<file path="config.mk">
export PLATFORM = sky130hd
export DESIGN_NAME = fifo_bus_drain
export DESIGN_NICKNAME = d
export VERILOG_FILES = /design/src/rtl/fifo_bus_drain_pkg.sv /design/src/rtl/drain_line_buffer.sv /design/src/rtl/fifo_bus_drain.sv
export SDC_FILE = /design/constraint.sdc
export NUM_CORES = 1
export LEC_CHECK = 0
export BUFFER_PORTS_ARGS = -buffer_cell sky130_fd_sc_hd__clkbuf_2
export CAP_MARGIN = 20
export CORE_MARGIN = 2
export CORE_UTILIZATION = 55
export DETAILED_ROUTE_END_ITERATION = 8
export GPL_ROUTABILITY_DRIVEN = 0
export GPL_TIMING_DRIVEN = 0
export PLACE_DENSITY = 0.72
export SLEW_MARGIN = 40
export SYNTH_ARGS = -nofsm -noshare
export SYNTH_HDL_FRONTEND = slang
export SYNTH_SLANG_ARGS = --single-unit
</file>
<file path="constraint.sdc">
create_clock -name clock -period 6.9 [get_ports clock]
set_clock_uncertainty 0.1 [all_clocks]
set_input_delay 0.69 -clock clock [delete_from_list [all_inputs] [get_ports clock]]
set_output_delay 0.69 -clock clock [all_outputs]
set_load 0.01 [all_outputs]
</file>
<file path="src/rtl/fifo_bus_drain_pkg.sv">
// Shared types and constants for the FIFO-to-bus drain engine.
// The state encoding, word/byte address shift and burst-length width live here.
package fifo_bus_drain_pkg;

    typedef enum logic [2:0] {
        ST_IDLE,
        ST_FILL,
        ST_REQUEST,
        ST_BEGIN,
        ST_DATA,
        ST_END,
        ST_FINISH
    } drain_state_e;

    localparam int WORD_SHIFT  = 2;
    localparam int BURST_LEN_W = 8;

    function automatic logic [31:0] words_to_bytes(input logic [15:0] words);
        return {16'd0, words} << WORD_SHIFT;
    endfunction

endpackage

</file>
<file path="src/rtl/drain_line_buffer.sv">
// Chunk store: words are appended in arrival order and read back by index.
// clear (or reset) empties the store; the word contents themselves are not reset.
module drain_line_buffer #(
    parameter int bitWidth = 32,
    parameter int depth    = 8,
    localparam int IDX_W   = (depth > 1) ? $clog2(depth) : 1
) (
    input  logic                clock,
    input  logic                reset,
    input  logic                clear,
    input  logic                wrEn,
    input  logic [bitWidth-1:0] wrData,
    input  logic [IDX_W-1:0]    rdIdx,
    output logic [bitWidth-1:0] rdData,
    output logic [IDX_W:0]      count
);

    localparam logic [IDX_W:0] DEPTH_CNT = (IDX_W + 1)'(depth);

    logic [bitWidth-1:0] mem_q [depth];
    logic [IDX_W:0]      count_q;
    logic                full;

    assign full   = (count_q == DEPTH_CNT);
    assign count  = count_q;
    assign rdData = mem_q[rdIdx];

    always_ff @(posedge clock) begin
        if (reset || clear) begin
            count_q <= '0;
        end else if (wrEn && !full) begin
            count_q <= count_q + 1'b1;
        end
    end

    always_ff @(posedge clock) begin
        if (wrEn && !full) begin
            mem_q[count_q[IDX_W-1:0]] <= wrData;
        end
    end

endmodule

</file>
<file path="src/rtl/fifo_bus_drain.sv">
// Drains an upstream FIFO onto a burst bus in chunks of min(burstSize, remaining) words.
// Build option: define BYTE_SWAP_EN to byte-reverse every data word on addressData.
module fifo_bus_drain
    import fifo_bus_drain_pkg::*;
#(
    parameter int bitWidth  = 32,
    parameter int burstSize = 8
) (
    input  logic                   clock,
    input  logic                   reset,
    input  logic                   start,
    input  logic [31:0]            startAddress,
    input  logic [15:0]            nrOfWords,
    input  logic                   fifoEmpty,
    input  logic [bitWidth-1:0]    fifoPopData,
    output logic                   fifoPop,
    output logic                   requestBus,
    input  logic                   busGrant,
    output logic                   beginTransaction,
    output logic                   endTransaction,
    output logic [31:0]            addressData,
    output logic [BURST_LEN_W-1:0] burstLength,
    output logic                   dataValid,
    input  logic                   busBusy,
    input  logic                   busError,
    output logic                   busyOut,
    output logic                   done,
    output logic                   error
);

    localparam int          IDX_W       = (burstSize > 1) ? $clog2(burstSize) : 1;
    localparam logic [15:0] BURST_WORDS = 16'(burstSize);

    drain_state_e        state_q, state_d;
    logic [31:0]         addr_q, addr_d;
    logic [15:0]         remaining_q, remaining_d;
    logic [IDX_W-1:0]    beat_q, beat_d;
    logic                popPending_q, popPending_d;
    logic                error_q, error_d;
    logic                abort_q, abort_d;

    logic [15:0]         chunk;
    logic [15:0]         inFlight;
    logic [IDX_W:0]      storedCount;
    logic [bitWidth-1:0] storedWord;
    logic [bitWidth-1:0] busWord;
    logic                bufClear;
    logic                unusedAddrBits;

    assign unusedAddrBits = ^startAddress[1:0];

    assign chunk    = (remaining_q < BURST_WORDS) ? remaining_q : BURST_WORDS;
    assign inFlight = 16'(storedCount) + 16'(popPending_q);
    assign bufClear = (state_q == ST_END);

    drain_line_buffer #(
        .bitWidth(bitWidth),
        .depth   (burstSize)
    ) u_line_buffer (
        .clock (clock),
        .reset (reset),
        .clear (bufClear),
        .wrEn  (popPending_q),
        .wrData(fifoPopData),
        .rdIdx (beat_q),
        .rdData(storedWord),
        .count (storedCount)
    );

`ifdef BYTE_SWAP_EN
    function automatic logic [bitWidth-1:0] byte_swap(input logic [bitWidth-1:0] w);
        logic [bitWidth-1:0] r;
        r = w;
        for (int i = 0; i < bitWidth / 8; i++) begin
            r[i*8 +: 8] = w[bitWidth-8-i*8 +: 8];
        end
        return r;
    endfunction

    assign busWord = byte_swap(storedWord);
`else
    assign busWord = storedWord;
`endif

    always_ff @(posedge clock) begin
        if (reset) begin
            state_q      <= ST_IDLE;
            addr_q       <= '0;
            remaining_q  <= '0;
            beat_q       <= '0;
            popPending_q <= 1'b0;
            error_q      <= 1'b0;
            abort_q      <= 1'b0;
        end else begin
            state_q      <= state_d;
            addr_q       <= addr_d;
            remaining_q  <= remaining_d;
            beat_q       <= beat_d;
            popPending_q <= popPending_d;
            error_q      <= error_d;
            abort_q      <= abort_d;
        end
    end

    always_comb begin
        state_d          = state_q;
        addr_d           = addr_q;
        remaining_d      = remaining_q;
        beat_d           = beat_q;
        error_d          = error_q;
        abort_d          = abort_q;
        fifoPop          = 1'b0;
        requestBus       = 1'b0;
        beginTransaction = 1'b0;
        endTransaction   = 1'b0;
        addressData      = 32'd0;
        burstLength      = '0;
        dataValid        = 1'b0;
        done             = 1'b0;

        unique case (state_q)
            ST_IDLE: begin
                if (start) begin
                    error_d     = 1'b0;
                    abort_d     = 1'b0;
                    addr_d      = {startAddress[31:2], 2'b00};
                    remaining_d = nrOfWords;
                    state_d     = (nrOfWords == 16'd0) ? ST_FINISH : ST_FILL;
                end
            end
            // A popped word lands one cycle later, so in-flight pops count against the chunk.
            ST_FILL: begin
                fifoPop = !fifoEmpty && (inFlight < chunk);
                if (16'(storedCount) == chunk) begin
                    state_d = ST_REQUEST;
                end
            end
            ST_REQUEST: begin
                requestBus = 1'b1;
                if (busGrant) begin
                    state_d = ST_BEGIN;
                end
            end
            ST_BEGIN: begin
                requestBus       = 1'b1;
                beginTransaction = 1'b1;
                addressData      = addr_q;
                burstLength      = BURST_LEN_W'(chunk - 16'd1);
                beat_d           = '0;
                if (busError) begin
                    error_d = 1'b1;
                    abort_d = 1'b1;
                    state_d = ST_END;
                end else begin
                    state_d = ST_DATA;
                end
            end
            ST_DATA: begin
                requestBus  = 1'b1;
                dataValid   = 1'b1;
                addressData = 32'(busWord);
                if (busError) begin
                    error_d = 1'b1;
                    abort_d = 1'b1;
                    state_d = ST_END;
                end else if (!busBusy) begin
                    if (16'(beat_q) == chunk - 16'd1) begin
                        state_d = ST_END;
                    end else begin
                        beat_d = beat_q + 1'b1;
                    end
                end
            end
            // An aborted burst still closes the bus transaction before finishing.
            ST_END: begin
                requestBus     = 1'b1;
                endTransaction = 1'b1;
                addr_d         = addr_q + words_to_bytes(chunk);
                remaining_d    = remaining_q - chunk;
                state_d        = (abort_q || (remaining_q == chunk)) ? ST_FINISH : ST_FILL;
            end
            ST_FINISH: begin
                done    = 1'b1;
                state_d = ST_IDLE;
            end
            default: begin
                state_d = ST_IDLE;
            end
        endcase

        popPending_d = fifoPop;
    end

    assign busyOut = (state_q != ST_IDLE);
    assign error   = error_q;

endmodule

</file>
# After elaboration in Yosys (flattened, before gate mapping)
# Memories as Yosys holds them, arrays and structs flattened. A register that Yosys moved wholly into a read port is not among the register bits.
# Cells that the tools add are included.
# Widths: inputs -> output; s select.
totals:
  register_bits: 60
  ramBits: 256
  input_bits: 87
  elab_cells: 87
  memories: 1
op_classes:
  addsub: 6
  order_cmp: 2
  n_eq_ne: 19
  muxes: 34
  n_reduce_logical: 18
memory_table:
  columns: ["memory", "words", "word_bits", "rd", "rd_ports_with_merged_regs", "wr", "line", "source"]
  rows:
  - ["u_line_buffer.mem_q", 8, 32, 1, 1, 1, "drain_line_buffer.sv:20", "logic [bitWidth-1:0] mem_q [depth];"]
ops:
  columns: ["cell", "count"]
  rows:
  - ["$pmux 32 s2", 2]
  - ["$mux 3", 13]
  - ["$add 32x18->32", 1]
  - ["$mux 16", 2]
  - ["$mux 32", 1]
  - ["$pmux 16 s2", 1]
  - ["$pmux 3 s6", 1]
  - ["$eq 16x16->1", 1]
  - ["$eq 3x16->1", 1]
  - ["$eq 4x16->1", 1]
  - ["$logic_not 16->1", 1]
  - ["$lt 16x4->1 const B", 1]
  - ["$lt 5x16->1", 1]
  - ["$sub 16x1->16 const B", 1]
  - ["$sub 16x16->16", 1]
  - ["$ne 2x2->1 const B", 6]
  - ["$mux 1", 11]
  - ["$eq 3x3->1 const B", 3]
  - ["$mux 8", 1]
  - ["$eq 3x2->1 const B", 2]
  - ["$ne 3x3->1 const B", 2]
  - ["$pmux 3 s2", 1]
  - ["$reduce_bool 2->1", 3]
  - ["$add 4x1->5", 1]
  - ["17 further kinds", 20]

# Logic depth before layout (Yosys ltp)
# Gate-level depths: netlist of the first run.
logic_depth:
  word_depth: 10
  ltp_mapped: 16
  depth_no_buf: 14

# Cells and area by module
# From an unflattened synthesis of the first run, not the netlist that was laid out.
hier_totals:
  cells_unflattened: 1013
  area_unflattened_um2: 14511.4
by_module_without_submodules:
  columns: ["module", "instances", "cells_each", "area_each_um2", "seq_area_each_um2"]
  rows:
  - ["drain_line_buffer", 1, 407, 10014.6, 7767.4]
  - ["fifo_bus_drain", 1, 606, 4496.8, 1081.0]

# Least setup slack after synthesis of the first run
# Ideal clock, no wire load.
synth_path:
  path_type: "flip-flop to flip-flop"
  start: "reg u_line_buffer.count_q[0] (netlist: u_line_buffer.count[0])"
  end: "mem u_line_buffer.mem_q[0][0] (enable)"
  setup_time_ns: 0.501
  t_arrival_ns: 4.193
  required_ns: 6.299
  path_slack_ns: 2.106
  path_stages_with_launch: 7
  path_buffers: 1
  period_less_slack_ns: 4.794
  cell_sequence: "dfxtp_1 -> clkbuf_1 -> inv_1 -> ha_1 -> nand3b_1 -> nand2_1 -> nor4_1"
synth_between:
  elab_chain_len: 5
synth_lines:
  columns: ["item", "line", "source"]
  rows:
  - ["start: declaration", "drain_line_buffer.sv:21", "logic [IDX_W:0] count_q;"]
  - ["start signal: assignment", "drain_line_buffer.sv:32", "count_q <= count_q + 1'b1;"]
  - ["$eq 4x4->1", "drain_line_buffer.sv:24", "assign full = (count_q == DEPTH_CNT);"]
  - ["$logic_not 1->1", "drain_line_buffer.sv:37", "if (wrEn && !full) begin"]
  - ["$logic_and 1x1->1", "drain_line_buffer.sv:37", null]
  - ["$mux 1", "drain_line_buffer.sv:37", null]
  - ["$mux 1 (implied by the code)", "drain_line_buffer.sv:38", "mem_q[count_q[IDX_W-1:0]] <= wrData;"]
  - ["end: declaration", "drain_line_buffer.sv:20", null]
# Several ways; a longest one is shown, not always the timed one.

# Final worst setup path of the first run
layout_path:
  start: "reg remaining_q[4]"
  end: "reg addr_q[30]"
layout_between:
  elab_chain_len: 4
layout_lines:
  columns: ["item", "line", "source"]
  rows:
  - ["start: declaration", "fifo_bus_drain.sv:36", "logic [15:0] remaining_q, remaining_d;"]
  - ["start signal: assignment", "fifo_bus_drain.sv:97", "remaining_q <= remaining_d;"]
  - ["$lt 16x4->1", "fifo_bus_drain.sv:52", "assign chunk = (remaining_q < BURST_WORDS) ? remaining_q : BURST_WORDS;"]
  - ["$mux 16 *", "fifo_bus_drain.sv:52", null]
  - ["$add 32x18->32 *", "fifo_bus_drain.sv:178", "addr_d = addr_q + words_to_bytes(chunk);"]
  - ["$pmux 32 s2 *", "fifo_bus_drain.sv:121", "unique case (state_q)"]
  - ["end signal: assignment", "fifo_bus_drain.sv:96", "addr_q <= addr_d;"]
  - ["end: declaration", "fifo_bus_drain.sv:35", "logic [31:0] addr_q, addr_d;"]
# Every way passes the cells marked *; elsewhere a longest branch is shown, timed or not.
# A chain may end at the register's enable or synchronous reset.

==> metrics.md, run 1 <==
| Metric | Value |
|---|---|
| Critical path, cell by cell | buf_2, nor4_1, nor2b_1, nand2_2, inv_1, nand2_1, fa_1, nor2b_1, o31ai_1, a211oi_1, o21ai_0, or2_2, clkbuf_1, or4_1, a31oi_1 |
| Met1 track demand over resource | 0.375 |
| Final min period | 5.40 ns |
| Crit-path max FO | 9 |
| Final Setup Violations | 0 |
| Dominant synthesized flop cell | edfxtp_1 |
| 1st-pass router iterations | 6 |
| Largest net degree at the start of global routing | 16 |
| WP data required | between 7 and 8 ns |
| Worst skew pair latency | 0.51 ns |
| Global routing usage on met2 | 0.450 |
| Synth warn | 0 |
| Chip height | 165 microns |
| Share of layout cells above drive strength 1 | 0.246 |
| GR Util met3 | 0.0460 |
| Synth Area in XOR/XNOR | 0.0136 |
| Routed vias/inst | just over 6 |
| WL per Instance | ~23 microns |
| # H-tree levels | 2 |
| Synthesized area per cell | around 14 sq um |
| Fillcell total | roughly 1800 |
| Postcts setup bufs | 0 |
| CTS tree | yes |
| Post-synthesis register bit count | 317 |
| Status | finished clean |
| Critical path class | flip-flop to flip-flop |
| DRT iter0 DRCs | ~1100 |
| Max_slew headroom | 0.456 |
| EDFF count, synth | roughly 260 |
| DRC violations left | 0 |
| Asr flop ratio synth | 0 |
| Synth top area share | 0.541 |
| Cts hold-fix bufs | 0 |
| Largest family of logic cells by synthesized area | multiplexers |
| CP startpoint kind | flip-flop |
| Adder-cell share of the synthesized area | 0.0261 |
| Initial antenna violation count | 1 |
| Gr busiest metal | met2 |
| Synth top cells by count | edfxtp_1 (256), nand2_1 (109), mux4_2 (64), dfxtp_1 (61) |
| Peak VDD IR | about 190 uV |
| Vias after detailed routing | 9713 |
| Total grt overflow | 0 |
| Post-Syn Area | 0.0142 sq mm |
| Cells after Synth | about 1000 |
| Clock sink count | between 300 and 400 |
| First-pass GRT wire length | around 54 mm |
| Synth Area in Simple Gates | 0.0860 |
| Peak Freq | ~190 MHz |
| Sum Neg Setup Slack | 0 ns |
| Part of the Yosys area used for sequential elements | 0.627 |
| Critical path's largest stage delay | approximately 0.73 ns |
| Worst EP arrival | roughly 5.7 ns |
| Synth cell types | 69 |
| Hold Violations, Final | 0 |
| Leakage power total | 5.93 nW |
| Largest area contributor in the netlist | edfxtp_1 |
| Die W | 165 microns |
| Die area | 0.0271 sq mm |
| Most frequent cell after synthesis | edfxtp_1 |
| RSZ-0062 raised after global routing | false |
| Post-cts sizing count | 0 |
| IO Port Bufs | approximately 130 |
| Initial Util | 0.562 |
| Reg-to-reg setup timing slack | roughly 1.5 ns |
| Ranking of synthesized cells by area | edfxtp_1 (54%), mux4_2 (10%), dfxtp_1 (8.6%) |
| Worst-margin pin slew | a little over 0.8 ns |
| Post-DP HPWL | roughly 26 mm |
| GR Util All Layers | 0.272 |
| Clock transition at the registers of the reported paths | about 0.060 ns |
| Post-route clock period utilization | 0.783 |
| CP Capture Type | flip-flop |
| Ports | 135 |
| Root Buffer | clkbuf_16 |
| Clock Tree Buf Depth | 3 |
| Drt total wl | ~37 mm |
| Synth Area in Compound Gates | 0.0949 |
| Post-synthesis mux area share | 0.131 |
| CP max-delay cell | nor4_1 |
| Core box area | roughly 0.025 sq mm |
| CP dominant cell by count | nor2b_1 |
| Hold Path Class | primary input to flip-flop |
| TritonCTS buffer count | 35 |
| Row cnt | 58 |
| Max Cap Viol | 0 |
| Post-DRT Antenna Nets | 0 |
| Final Max Slew Viols | 0 |
| Final net count | 1349 |
| Power Density | roughly 250 mW/mm^2 |
| Layout Area Growth over Synthesis | 18.0% |
| Vias in the first global route | ~9000 |
| Post-layout util | 0.663 |
==> per-stage QoR <==
step | hold slack (ns) | setup slack (ns) | power (mW) | area, sq um | cells
4_1_cts | 0.315 | 1.63 | 4.21 | 16700 | 1585
3_3_place_gp | 0.357 | -1.17 | 2.50 | 15300 | 1486
5_1_grt | 0.346 | 1.31 | 4.33 | 16700 | 1585
2_1_floorplan | 0.343 | 2.11 | 2.38 | 14200 | 1025
3_5_place_dp | 0.369 | 1.71 | 2.51 | 15700 | 1526
6_report | 0.331 | 1.50 | 4.19 | 16700 | 1586
==> report_power, final <==
group | internal, mW | leakage, nW | switching, mW
clock | 0.993 | 0.505 | 0.718
combinational | 0.134 | 2.62 | 0.219
sequential | 2.10 | 2.80 | 0.0316
==> state kept, by name, summed over array words and instances (netlist names), named ones only <==
register	cells
abort_q	1
u_line_buffer.count	4
state_q	3
popPending_q	1
u_line_buffer.mem_q	256
beat_q	3
remaining_q	16
addr_q	30
==> worst max-delay path: cells and delay by family, from the launching register on <==
family / cells / cell delay (ns)
flip-flops: 1 / 0.29
buffers and inverters: 3 / 0.65
adder cells (fa/ha/maj): 1 / 0.51
AND/OR/NAND/NOR: 7 / 2.76
AO/OA/AOI/OAI: 4 / 1.02
==> kinds of logic after synthesis <==
kind of cell               count (synthesis)
muxes                                    106
other                                      2
buffers and inverters                     76
AOI/OAI and AO/OA                        201
adders and majority gates                 29
and+or+nand+nor                          260
xor gates and xnor gates                  22
DFF                                      317
==> final timing paths <==
kind / from / endpoint / cells past startpoint
setup / recovery: remaining_q[4]$_SDFFE_PP0P_ / addr_q[30]$_SDFFE_PP0P_ / 15
hold / removal: nrOfWords[8] / remaining_q[8]$_SDFFE_PP0P_ / 3
setup reg to reg: remaining_q[4]$_SDFFE_PP0P_ / addr_q[30]$_SDFFE_PP0P_ / 15
hold reg to reg: remaining_q[7]$_SDFFE_PP0P_ / remaining_q[7]$_SDFFE_PP0P_ / 2
==> placed cells by master, fill, tap and decap left out, types with 5 or more instances in the layout <==
cell type / instances
o22ai_1: 8
clkinv_1: 8
nand4_1: 5
o211ai_1: 6
buf_4: 11
a22oi_1: 6
nand3_1: 20
buf_1: 5
mux4_2: 64
ha_1: 28
a21oi_1: 41
xor2_1: 11
nor2_1: 49
clkbuf_1: 49
edfxtp_1: 256
and3_1: 8
o21ai_0: 52
mux2i_1: 41
a21o_1: 8
xnor2_1: 11
o21a_1: 7
a211oi_1: 11
clkbuf_16: 36
conb_1: 14
clkbuf_2: 131
a311oi_1: 10
or3_1: 7
a31oi_1: 13
nor3_1: 14
inv_1: 20
nand2_1: 109
nand2b_1: 7
nor4_1: 9
buf_2: 32
dfxtp_1: 61
==> metal layers <==
layer  wire length, microns  up-vias
li1                       -     4434
met1                  15200     4769
met2                  17700      455
met3                   2870       53
met4                    829        2
met5                     13        -
==> cell type report <==
class	instances	area (sq um)	area share
Sequential cell	317	8910	0.532
Clock buffer	45	935	0.0558
Tap cell	330	413	0.0247
Antenna cell	1	2.50	0.000149
Clock inverter	14	105	0.00627
Timing Repair Buffer	171	993	0.0593
Multi-Input combinational cell	632	5100	0.304
Buffer	54	214	0.0128
Inverter	22	82.6	0.00493
Power figures use the tool's default switching activity.
==> inputs of run 2 (changes only) <==
- ABC_AREA: not set -> 1
- clock period: 6.9 -> 5 ns (I/O delays scaled with it)
==> run 2 against run 1 <==
  * Sequential power increased by 47%
  * Non-clock buffer count increased by 2
  * Register-to-register slack got worse by 0.11 ns
  * Die area increased by 6.4%
  * Flip-flop and latch count unchanged
  * Setup slack got worse by 0.50 ns
  * Routed wire length increased by 27%
  * Core utilization increased by 0.059 points
  * Combinational power increased to 6.4 times the previous value
  * Worst hold slack got worse by 0.18 ns
  * Cell count increased by 33%
==> metrics.md, run 2 <==
| Metric | Value |
|---|---|
| Status | finished clean |
| Die area | between 0.02 and 0.03 sq mm |
| Part of the Yosys area used for sequential elements | 0.589 |
| Initial Util | 0.562 |
| Largest net degree at the start of global routing | 17 |
| Post-layout util | 0.664 |
| WL per Instance | 21.9 microns |
| Crit-path max FO | 10 |
| Peak Freq | 250 MHz |
| Critical R2R Capture | addr_q[22]$_SDFFE_PP0P_ |
| Reg-to-reg setup timing slack | ~1.4 ns |
| EDFF count, synth | 256 |
| Final Max Slew Viols | 0 |
| CP bufs+invs | 5 |
| Total grt overflow | 0 |
| IO Port Bufs | 131 |
| Hold Path Class | primary input to flip-flop |
| Dominant synthesized flop cell | edfxtp_1 |
| Post-cts sizing count | 0 |
| Crit. path cell count | 9 |
| Critical path's largest stage delay | around 0.57 ns |
| Most common cell after layout, fill and taps aside | edfxtp_1 |
| Hold Violations, Final | 0 |
| Chip height | 170 microns |
| Clock sink count | 317 |
| Vias in the first global route | between 10000 and 15000 |
| Core box area | about 0.027 sq mm |
| Die W | about 170 microns |
| CTS tree | yes |
| Ranking of synthesized cells by area | edfxtp_1 (51%), dfxtp_1 (8.1%), nand2_1 (6.1%) |
| Final min period | between 4 and 5 ns |
| Post-DP HPWL | 32.8 mm |
| NetSw | 2.70 mW |
| Most frequent cells in the layout | edfxtp_1 (256), nand2_1 (246), nor2_1 (204) |
| Share of layout cells above drive strength 1 | 0.143 |
| Largest area contributor in the netlist | edfxtp_1 |
| First-pass GRT wire length | between 60 and 70 mm |
| Postcts setup bufs | 0 |
| Sum Neg Setup Slack | 0 ns |
| Ports | ~140 |
| Asr flop ratio synth | 0 |
| RSZ-0062 raised after global routing | false |
| Cells after Synth | between 1500 and 2000 |
| Number of flip-flops in the largest register | between 200 and 300 |
| CP Capture Type | primary output |
| Clock Tree Buf Depth | 3 |
| Synth top cells by count | edfxtp_1 (256), nand2_1 (246), nor2_1 (212), o21ai_0 (177), inv_1 (102) |
| Clock transition at the registers of the reported paths | around 0.060 ns |
| Max_slew headroom | 0.437 |
| Synthesized area per cell | 9.75 sq um |
| TritonCTS buffer count | 35 |
| GR Util All Layers | 0.322 |
| Synth top area share | 0.508 |
| Drt total wl | ~46 mm |
| Worst-margin pin slew | 0.844 ns |
| Synth warn | 0 |
| Cts hold-fix bufs | 0 |
| Vias after detailed routing | 12840 |
| Root Buffer | clkbuf_16 |
| Internal power | 5.37 mW |
| Post-route cell area | between 0.015 and 0.02 sq mm |
| Post-route clock period utilization | 0.801 |
| Synth cell types | 50 |
| Min-delay src | fifoPopData[20] |
| Cell depth of the worst hold path | 1 |
| Total power | 8.07 mW |
| Peak VDD IR | 281 uV |
| Leakage power total | around 6.7 nW |
| Max Cap Viol | 0 |
| Delay-heaviest family, CP | buffers and inverters |
| Final net count | between 1500 and 2000 |
| 1st-pass router iterations | 6 |
| DRT iter0 DRCs | approximately 1600 |
| Worst Reg-to-Reg Cells | 19 |
| CP startpoint kind | flip-flop |
| Min Hold Slack | 0.148 ns |
| CP max-delay cell | clkbuf_1 |
| Post-DRT Antenna Nets | 0 |
| Power Density | between 400 and 500 mW/mm^2 |
| DRC violations left | 0 |
| # H-tree levels | 2 |
| Clock group share of total power | 0.331 |
| Post-Syn Area | ~0.015 sq mm |
| WHS Endpoint | u_line_buffer.mem_q[3][20]$_DFFE_PP_ |
| Switching Share | 0.334 |
| Post-synthesis register bit count | approximately 320 |
| Critical path class | flip-flop to primary output |
| Routed vias/inst | 6.07 |
| Row cnt | 60 |
| Final Setup Violations | 0 |
| Worst skew pair latency | 0.52 ns |
| WP data required | around 4.4 ns |
| Layout Area Growth over Synthesis | 18.2% |
| R2r startpoint | remaining_q[12]$_SDFFE_PP0P_ |
| Initial antenna violation count | 5 |
| Critical path, cell by cell | clkbuf_1, inv_1, buf_2, buf_1, nor2_1, o22ai_1, o211ai_1, o21ai_0, clkbuf_2 |
| Post-placement cell area | about 0.017 sq mm |
| Combinational power share | 0.279 |
| Most frequent cell after synthesis | edfxtp_1 |
| Sequential share of power | 0.390 |
| Worst EP arrival | around 3.4 ns |
run 2: cells by family after synthesis:
family | count (synthesis) | synth area share
DFF | 317 | 0.589
and+or+nand+nor | 604 | 0.171
xor gates and xnor gates | 17 | 0.00984
other | 2 | 0.000496
buffers and inverters | 191 | 0.0500
AOI/OAI and AO/OA | 393 | 0.156
adders and majority gates | 29 | 0.0245
run 2: per-stage QoR:
stage	cells	worst slack (ns)
after floorplan	1565	2.02
after global placement	2037	0.361
after detailed placement	2053	1.47
after CTS	2114	1.08
after global routing	2115	0.825
final	2116	0.994
run 2: metal layers:
metal,up-vias,routed length [microns],track usage
li1,5912,-,-
met2,758,21400,0.512
met5,-,40,0
met3,170,4800,0.0640
met4,6,2130,0.157
met1,5994,17900,0.426
run 2: final cells by class:
type / instances / area, sq um
fill: 2137 / 9060
sequential: 317 / 8910
multi-input combinational: 1057 / 5580
timing repair buffer: 147 / 1020
clock buffer: 42 / 932
tap: 341 / 427
inverter: 111 / 418
buffer: 80 / 339
clock inverter: 19 / 265
antenna: 2 / 5.00
run 2: worst max-delay path by stage:
stage,end,start
2_1_floorplan,u_line_buffer.mem_q[7][0]$_DFFE_PP_,u_line_buffer.count[1]$_SDFFE_PP0P_
3_3_place_gp,u_line_buffer.mem_q[7][4]$_DFFE_PP_,u_line_buffer.count[1]$_SDFFE_PP0P_
3_5_place_dp,addr_q[22]$_SDFFE_PP0P_,remaining_q[8]$_SDFFE_PP0P_
4_1_cts,addressData[29],flip-flop
5_1_grt,addressData[29],flip-flop
6_report,addressData[29],flip-flop
run 2: power groups by stage:
stage | Combinational [mW] | Clock, mW | Sequential (mW)
final | 2.25 | 2.68 | 3.14
after global routing | 2.47 | 2.79 | 3.16
after CTS | 2.20 | 2.70 | 3.14
after detailed placement | 2.19 | 0 | 3.19
after global placement | 2.13 | 0 | 3.19
after floorplan | 1.52 | 0 | 3.15
